<file path="src/rtl/uart_echo_if.sv">
// uart_echo_if: host-side UART data handshake pairs (DataIn towards the UART, DataOut from it).
interface uart_echo_if #(parameter int DATA_WIDTH = 8);
  logic [DATA_WIDTH-1:0] tx_data;
  logic                  tx_valid;
  logic                  tx_ready;
  logic [DATA_WIDTH-1:0] rx_data;
  logic                  rx_valid;
  logic                  rx_ready;
  modport master(output tx_data, tx_valid, rx_ready, input tx_ready, rx_data, rx_valid);
  modport slave(input tx_data, tx_valid, rx_ready, output tx_ready, rx_data, rx_valid);
endinterface

</file>
<file path="src/rtl/uart_echo_tester.sv">
// uart_echo_tester: sends NUM_WORDS pattern words, checks each echo against an in-flight FIFO.
module uart_echo_tester #(
  parameter int                    DATA_WIDTH     = 8,
  parameter int                    NUM_WORDS      = 16,
  parameter int                    OUTSTANDING    = 1,
  parameter int                    TIMEOUT_CYCLES = 100000,
  parameter logic [DATA_WIDTH-1:0] SEED           = 8'h7a,
  parameter logic [DATA_WIDTH-1:0] LFSR_TAPS      = 8'hB8
) (
  input  logic        clk,
  input  logic        rst_n,
  input  logic        start_i,
  input  logic [1:0]  mode_i,
  uart_echo_if.master uart,
  output logic        busy_o,
  output logic        done_o,
  output logic        pass_o,
  output logic        timeout_o,
  output logic [15:0] err_count_o,
  output logic [15:0] first_err_idx_o
);
  localparam int PW = OUTSTANDING > 1 ? $clog2(OUTSTANDING) : 1;
  localparam int CW = $clog2(OUTSTANDING + 1);
  localparam int TW = $clog2(TIMEOUT_CYCLES + 1);
  typedef enum logic [1:0] {IDLE, RUN, DONE} state_t;
  state_t                state_q;
  logic [1:0]            mode_q;
  logic [DATA_WIDTH-1:0] pat_q, pat_d;
  // power-of-two depth lets the pointers wrap naturally; inflight caps occupancy
  logic [DATA_WIDTH-1:0] mem_q [2**PW];
  logic [PW-1:0]         wr_q, rd_q;
  logic [CW-1:0]         inflight_q, inflight_d;
  logic [15:0]           sent_q, recv_q, recv_d, err_d;
  logic [TW-1:0]         tmo_q, tmo_d;
  logic                  tx_fire, rx_fire, pop, bad, finish, tmo_hit;
  assign uart.tx_data  = pat_q;
  assign uart.tx_valid = state_q == RUN && sent_q < 16'(NUM_WORDS) && inflight_q < CW'(OUTSTANDING);
  assign uart.rx_ready = state_q == RUN;
  assign busy_o        = state_q == RUN;
  assign done_o        = state_q == DONE;
  always_comb begin
    tx_fire    = uart.tx_valid && uart.tx_ready;
    rx_fire    = uart.rx_valid && uart.rx_ready;
    pop        = rx_fire && inflight_q != '0;
    bad        = rx_fire && (inflight_q == '0 || mem_q[rd_q] != uart.rx_data);
    inflight_d = inflight_q + CW'(tx_fire) - CW'(pop);
    recv_d     = recv_q + 16'(pop);
    err_d      = (bad && err_count_o != 16'hFFFF) ? err_count_o + 16'd1 : err_count_o;
    tmo_d      = rx_fire ? '0 : inflight_q != '0 ? tmo_q + TW'(1) : tmo_q;
    tmo_hit    = tmo_d == TW'(TIMEOUT_CYCLES);
    finish     = recv_d == 16'(NUM_WORDS) && inflight_d == '0;
    pat_d      = mode_q == 2'd1 ? pat_q + DATA_WIDTH'(1) :
                 mode_q == 2'd2 ? (pat_q << 1) ^ (pat_q[DATA_WIDTH-1] ? LFSR_TAPS : '0) : pat_q;
  end
  always_ff @(posedge clk or negedge rst_n) begin
    if (!rst_n) begin
      state_q         <= IDLE;
      mode_q          <= '0;
      pat_q           <= SEED;
      mem_q           <= '{default: '0};
      wr_q            <= '0;
      rd_q            <= '0;
      inflight_q      <= '0;
      sent_q          <= '0;
      recv_q          <= '0;
      tmo_q           <= '0;
      pass_o          <= 1'b0;
      timeout_o       <= 1'b0;
      err_count_o     <= '0;
      first_err_idx_o <= 16'hFFFF;
    end else if (state_q != RUN) begin
      if (start_i) begin
        state_q         <= RUN;
        mode_q          <= mode_i;
        pat_q           <= (mode_i == 2'd2 && SEED == '0) ? DATA_WIDTH'(1) : SEED;
        wr_q            <= '0;
        rd_q            <= '0;
        inflight_q      <= '0;
        sent_q          <= '0;
        recv_q          <= '0;
        tmo_q           <= '0;
        pass_o          <= 1'b0;
        timeout_o       <= 1'b0;
        err_count_o     <= '0;
        first_err_idx_o <= 16'hFFFF;
      end
    end else begin
      if (tx_fire) begin
        mem_q[wr_q] <= pat_q;
        wr_q        <= wr_q + PW'(1);
        sent_q      <= sent_q + 16'd1;
        pat_q       <= pat_d;
      end
      if (pop) rd_q <= rd_q + PW'(1);
      inflight_q  <= inflight_d;
      recv_q      <= recv_d;
      tmo_q       <= tmo_d;
      err_count_o <= err_d;
      if (bad && first_err_idx_o == 16'hFFFF) first_err_idx_o <= recv_q;
      if (finish || tmo_hit) begin
        state_q   <= DONE;
        timeout_o <= !finish;
        pass_o    <= finish && err_d == '0;
        if (!finish) inflight_q <= '0;
      end
    end
  end
endmodule

</file>
<file path="src/flat_wrapper.sv">
// flat-port wrapper written by rule: the top's interface ports become plain ports
module uart_echo_tester_flat 
#(
  parameter int                    DATA_WIDTH     = 8,
  parameter int                    NUM_WORDS      = 16,
  parameter int                    OUTSTANDING    = 1,
  parameter int                    TIMEOUT_CYCLES = 100000,
  parameter logic [DATA_WIDTH-1:0] SEED           = 8'h7a,
  parameter logic [DATA_WIDTH-1:0] LFSR_TAPS      = 8'hB8
)
  (clk, rst_n, start_i, mode_i, busy_o, done_o, pass_o, timeout_o, err_count_o, first_err_idx_o, uart_tx_data, uart_tx_valid, uart_rx_ready, uart_tx_ready, uart_rx_data, uart_rx_valid);
  uart_echo_if #(.DATA_WIDTH(DATA_WIDTH)) uart_i ();
  input  logic clk;
  input  logic rst_n;
  input  logic start_i;
  input  logic [1:0] mode_i;
  output logic busy_o;
  output logic done_o;
  output logic pass_o;
  output logic timeout_o;
  output logic [15:0] err_count_o;
  output logic [15:0] first_err_idx_o;
  output wire logic [$bits(uart_i.tx_data)-1:0] uart_tx_data;
  output wire logic [$bits(uart_i.tx_valid)-1:0] uart_tx_valid;
  output wire logic [$bits(uart_i.rx_ready)-1:0] uart_rx_ready;
  input wire logic [$bits(uart_i.tx_ready)-1:0] uart_tx_ready;
  input wire logic [$bits(uart_i.rx_data)-1:0] uart_rx_data;
  input wire logic [$bits(uart_i.rx_valid)-1:0] uart_rx_valid;
  assign uart_tx_data = uart_i.tx_data;
  assign uart_tx_valid = uart_i.tx_valid;
  assign uart_rx_ready = uart_i.rx_ready;
  assign uart_i.tx_ready = uart_tx_ready;
  assign uart_i.rx_data = uart_rx_data;
  assign uart_i.rx_valid = uart_rx_valid;
  uart_echo_tester #(.DATA_WIDTH(DATA_WIDTH), .NUM_WORDS(NUM_WORDS), .OUTSTANDING(OUTSTANDING), .TIMEOUT_CYCLES(TIMEOUT_CYCLES), .SEED(SEED), .LFSR_TAPS(LFSR_TAPS)) u_core (.clk(clk), .rst_n(rst_n), .start_i(start_i), .mode_i(mode_i), .uart(uart_i), .busy_o(busy_o), .done_o(done_o), .pass_o(pass_o), .timeout_o(timeout_o), .err_count_o(err_count_o), .first_err_idx_o(first_err_idx_o));
endmodule
</file>
<file path="config.mk">
export PLATFORM = sky130hd
export DESIGN_NAME = uart_echo_tester_flat
export DESIGN_NICKNAME = d
export VERILOG_FILES = /design/src/rtl/uart_echo_if.sv /design/src/rtl/uart_echo_tester.sv /design/src/flat_wrapper.sv
export SDC_FILE = /design/constraint.sdc
export NUM_CORES = 1
export LEC_CHECK = 0
export BUFFER_PORTS_ARGS = -buffer_cell sky130_fd_sc_hd__buf_4
export CORE_MARGIN = 8
export CORE_UTILIZATION = 32
export DETAILED_ROUTE_END_ITERATION = 16
export GPL_TIMING_DRIVEN = 0
export HOLD_SLACK_MARGIN = 0.03
export PLACE_DENSITY_LB_ADDON = 0.12
export SLEW_MARGIN = 5
export SYNTH_ARGS = -nofsm -noshare
export SYNTH_HDL_FRONTEND = slang
export SYNTH_SLANG_ARGS = --single-unit
</file>
<file path="constraint.sdc">
create_clock -name clk -period 3.7 [get_ports clk]
set_input_delay 0.74 -clock clk [delete_from_list [all_inputs] [get_ports clk]]
set_output_delay 0.74 -clock clk [all_outputs]
set_load 0.02 [all_outputs]
</file>
==> summary.md <==
| Metric | Value |
|---|---|
| CORE AREA | `20,000 um^2` |
| Clock Skew | `11.2 ps` |
| Reg clk slew, reported paths | `60 ps` |
| Final wirelength | `19.1 mm` |
| Initial DRC count | `341` |
| Vias in the first global route | `5,661` |
| Clk sink count | `114` |
| CTS Buf Count | `17` |
| Mapped Cells | `705` |
| Antenna violations before repair | `0` |
| Die area | `25,100 um^2` |
| Worst Setup End Kind | `flop` |
| Async S/R FF share, synth | `100%` |
| R2r endpoint | `u_core.pass_o` |
| DRC | `0` |
| Gpl congestion | `0.822` |
| Critical Path Fanout Max | `10` |
| Main synth FF type | `dfrtp_1` |
| DR vias | `5,691` |
| Endpoints failing hold | `0` |
| Post-route setup slack | `262 ps` |
| Worst EP required | `4030 ps` |
| Worst setup SP type | `flop` |
| Slew Viols, Final | `0` |
| Pwr/cell area | `723 nW/um^2` |
| Initial Util | `32.3%` |
| Global-route wire length before repair | `31.2 mm` |
| Vias per std cell | `5.34` |
| Tightest Hold Check Type | `in2async` |
| Final setup violation count | `0` |
| Clk root buf | `clkbuf_16` |
| ANT cells | `0` |
| Fillcell total | `2,043` |
| Worst Tran Pin Value | `980 ps` |
| Pin count of the biggest net entering global routing | `91` |
| Final worst-path cycle share | `92.9%` |
| Placed inst area | `7290 um^2` |
| Rel. slew slack | `34.4%` |
| Wire per inst | `17.9 um` |
| Cell count of the worst reg-to-reg path | `15` |
| Chip Width | `158 um` |
| Seq/Total Area, Yosys | `44.4%` |
| Layout area overhead | `22.8%` |
| Seq cells post-synth | `114` |
| Leak | `3.32 nW` |
| Gr usage total | `16.0%` |
| Total gr overflow | `0` |
| EDFF count, synth | `0` |
| Synth warn | `0` |
| Deepest clock path buffer count | `2` |
| Die Span Y | `158 um` |
| Reg2Reg Setup Slack | `260 ps` |
| Fmax | `0.291 GHz` |
| Worst setup path class | `reg2reg` |
| CTS H-Tree Depth | `4` |
| RSZ-0062 raised after global routing | `false` |
| TritonRoute pass-1 iters | `8` |
| Setup slack at placement | `-457 ps` |
| Reg-to-reg startpoint | `u_core.state_q[1]` |
| Row count | `52` |
| Cell Area, Synth | `6480 um^2` |
| Post-layout min period | `3440 ps` |
| PortBufs | `59` |
| Finished Cell Area | `7950 um^2` |
| Peak supply drop | `370 uV` |
| Worst-skew pair later-pin latency | `420 ps` |
| CTS tree | `built` |
| Dpl hpwl | `13.5 mm` |
| Status | `complete, no violations` |
| Total of max-cap violations | `0` |
| Routed Antenna Nets | `0` |
| Netlist cell types | `70` |
| I/O pin total | `61` |
| Share of cells above drive strength 1 | `20.0%` |
| Layout Nets | `803` |
| Worst endpoint data arrival time | `3760 ps` |
| Syn avg cell area | `9.19 um^2` |
| Post-synth net total | `726` |
==> per-stage QoR <==
stage | instances | util [%] | power [mW] | hold WS (ps) | TNS (ps)
after floorplan | 705 | - | 3.27 | 444 | 0
after global placement | 1034 | 36.2 | 3.95 | 484 | -781
after detailed placement | 1035 | 36.4 | 3.99 | 493 | -1020
after CTS | 1066 | 39.6 | 5.82 | 191 | 0
after global routing | 1065 | 39.7 | 6.13 | 198 | 0
final | 1065 | 39.7 | 5.75 | 195 | 0
==> sequential cells by signal, indices dropped and copies added (netlist names), 8 cells and up <==
name / cells
u_core.recv_q: 16
u_core.err_count_o: 16
u_core.mem_q: 16
u_core.tmo_q: 17
u_core.first_err_idx_o: 16
u_core.sent_q: 16
u_core.uart.tx_data: 8
==> critical path, stage by stage (launching register included) <==
cell and delay (ps):
dfrtp_1 380, inv_1 90, nand2_1 100, inv_4 120, and2_4 210, nand2_1 100
inv_1 80, ha_2 220, and4_4 280, nand2_1 140, or4_1 490, a22oi_1 170
and4b_2 330, nand4b_1 130, a2111o_1 330, o31ai_2 180
==> placed cells by master, fill, tap and decap left out, types with 5 or more instances in the layout <==
| cell type | instances |
|---|---|
| or3_1 | 6 |
| a21o_1 | 7 |
| clkbuf_1 | 31 |
| dfstp_2 | 21 |
| o211ai_1 | 6 |
| nor4_1 | 8 |
| a31oi_1 | 18 |
| nand3_1 | 30 |
| a21oi_1 | 32 |
| and3_1 | 15 |
| nor3_1 | 14 |
| clkbuf_16 | 17 |
| and4_1 | 8 |
| nand2b_1 | 6 |
| buf_4 | 62 |
| buf_1 | 5 |
| xor2_1 | 20 |
| o22a_1 | 16 |
| o21ai_0 | 68 |
| o41ai_1 | 5 |
| o31ai_1 | 8 |
| nor2_1 | 59 |
| nand4_1 | 22 |
| xnor2_1 | 8 |
| dfrtp_1 | 93 |
| mux2_2 | 17 |
| and2_1 | 5 |
| nand2_1 | 68 |
| mux2i_1 | 20 |
| inv_1 | 9 |
==> synthesized netlist by cell type (5+ instances only) <==
library cell  number  share of area, %
dfrtp_1           93                36
nand2_1           68               3.9
o21ai_0           68               5.3
nor2_1            59               3.4
clkbuf_1          33               1.9
a21oi_1           32               2.5
nand3_1           30               2.3
nand4_1           22               2.1
dfstp_2           21               8.5
mux2i_1           20               3.1
xor2_1            20               2.7
a31oi_1           18               1.7
mux2_2            17               3.0
o22a_1            16               2.2
and3_1            15               1.4
nor3_1            15               1.2
and4_1             9               1.2
inv_1              9              0.52
nor4_1             8              0.77
o31ai_1            8              0.93
xnor2_1            8               1.1
a21o_1             7              0.81
and2_1             6              0.58
ha_1               6               1.2
nand2b_1           6              0.58
o211ai_1           6              0.70
or3_1              6              0.58
buf_1              5              0.29
o41ai_1            5              0.68
==> final cells by class <==
| cell class | count | area, um^2 | share of cell area (%) |
|---|---|---|---|
| buffer | 44 | 185 | 2.33 |
| timing repair buffer | 60 | 474 | 5.96 |
| clock buffer | 20 | 467 | 5.87 |
| sequential | 114 | 2880 | 36.2 |
| tap | 270 | 338 | 4.25 |
| clock inverter | 12 | 179 | 2.25 |
| multi-input combinational | 535 | 3390 | 42.6 |
| inverter | 10 | 40.0 | 0.503 |
==> power breakdown <==
part | leakage, nW | total, mW | switching [mW] | internal (mW)
clock network | 0.309 | 1.80 | 0.613 | 1.18
logic | 1.57 | 1.97 | 1.12 | 0.848
registers | 1.44 | 1.98 | 0.317 | 1.67
==> routing by layer <==
metal	global-route usage [%]	part of all wire (%)	up-vias	wire length (um)
li1	-	-	2766	-
met1	21.3	46	2783	8840
met2	25.5	48	127	9120
met3	3.61	4.3	15	827
met4	4.58	1.5	0	288
met5	0	0	-	0
==> timing repair <==
item / CTS / global route
pin swaps: 0 / 1
buffers inserted: 0 / 0
setup endpoints to repair: 4 / 2
resized for setup: 3 / 6
endpoints found under the hold margin: 0 / 0
hold buffers: 0 / 0
gates cloned: 0 / 0
==> how the worst max path moves through the flow <==
stage	slack [ps]	startpoint	endpoint	depth (start not counted)
CTS	30	u_core.state_q[1]	u_core.pass_o	16
floorplan	400	uart_rx_valid	u_core.pass_o	14
finish	260	u_core.state_q[1]	u_core.pass_o	15
global route	50	u_core.state_q[1]	u_core.pass_o	15
global placement	-400	uart_rx_valid	u_core.pass_o	15
detailed placement	-460	uart_rx_valid	u_core.pass_o	15
==> cells by family (layout without fill, tap and decap cells) <==
logic type | after synthesis | after routing | share of synthesized area, %
flip-flops | 114 | 114 | 44.4
XOR/XNOR | 28 | 28 | 3.79
AO/OA/AOI/OAI | 189 | 189 | 18.9
adder cells (fa/ha/maj) | 6 | 6 | 1.16
multiplexers | 37 | 37 | 6.04
AND/OR/NAND/NOR | 275 | 275 | 22.2
buffers and inverters | 56 | 146 | 3.55
Power figures use the tool's default switching activity.
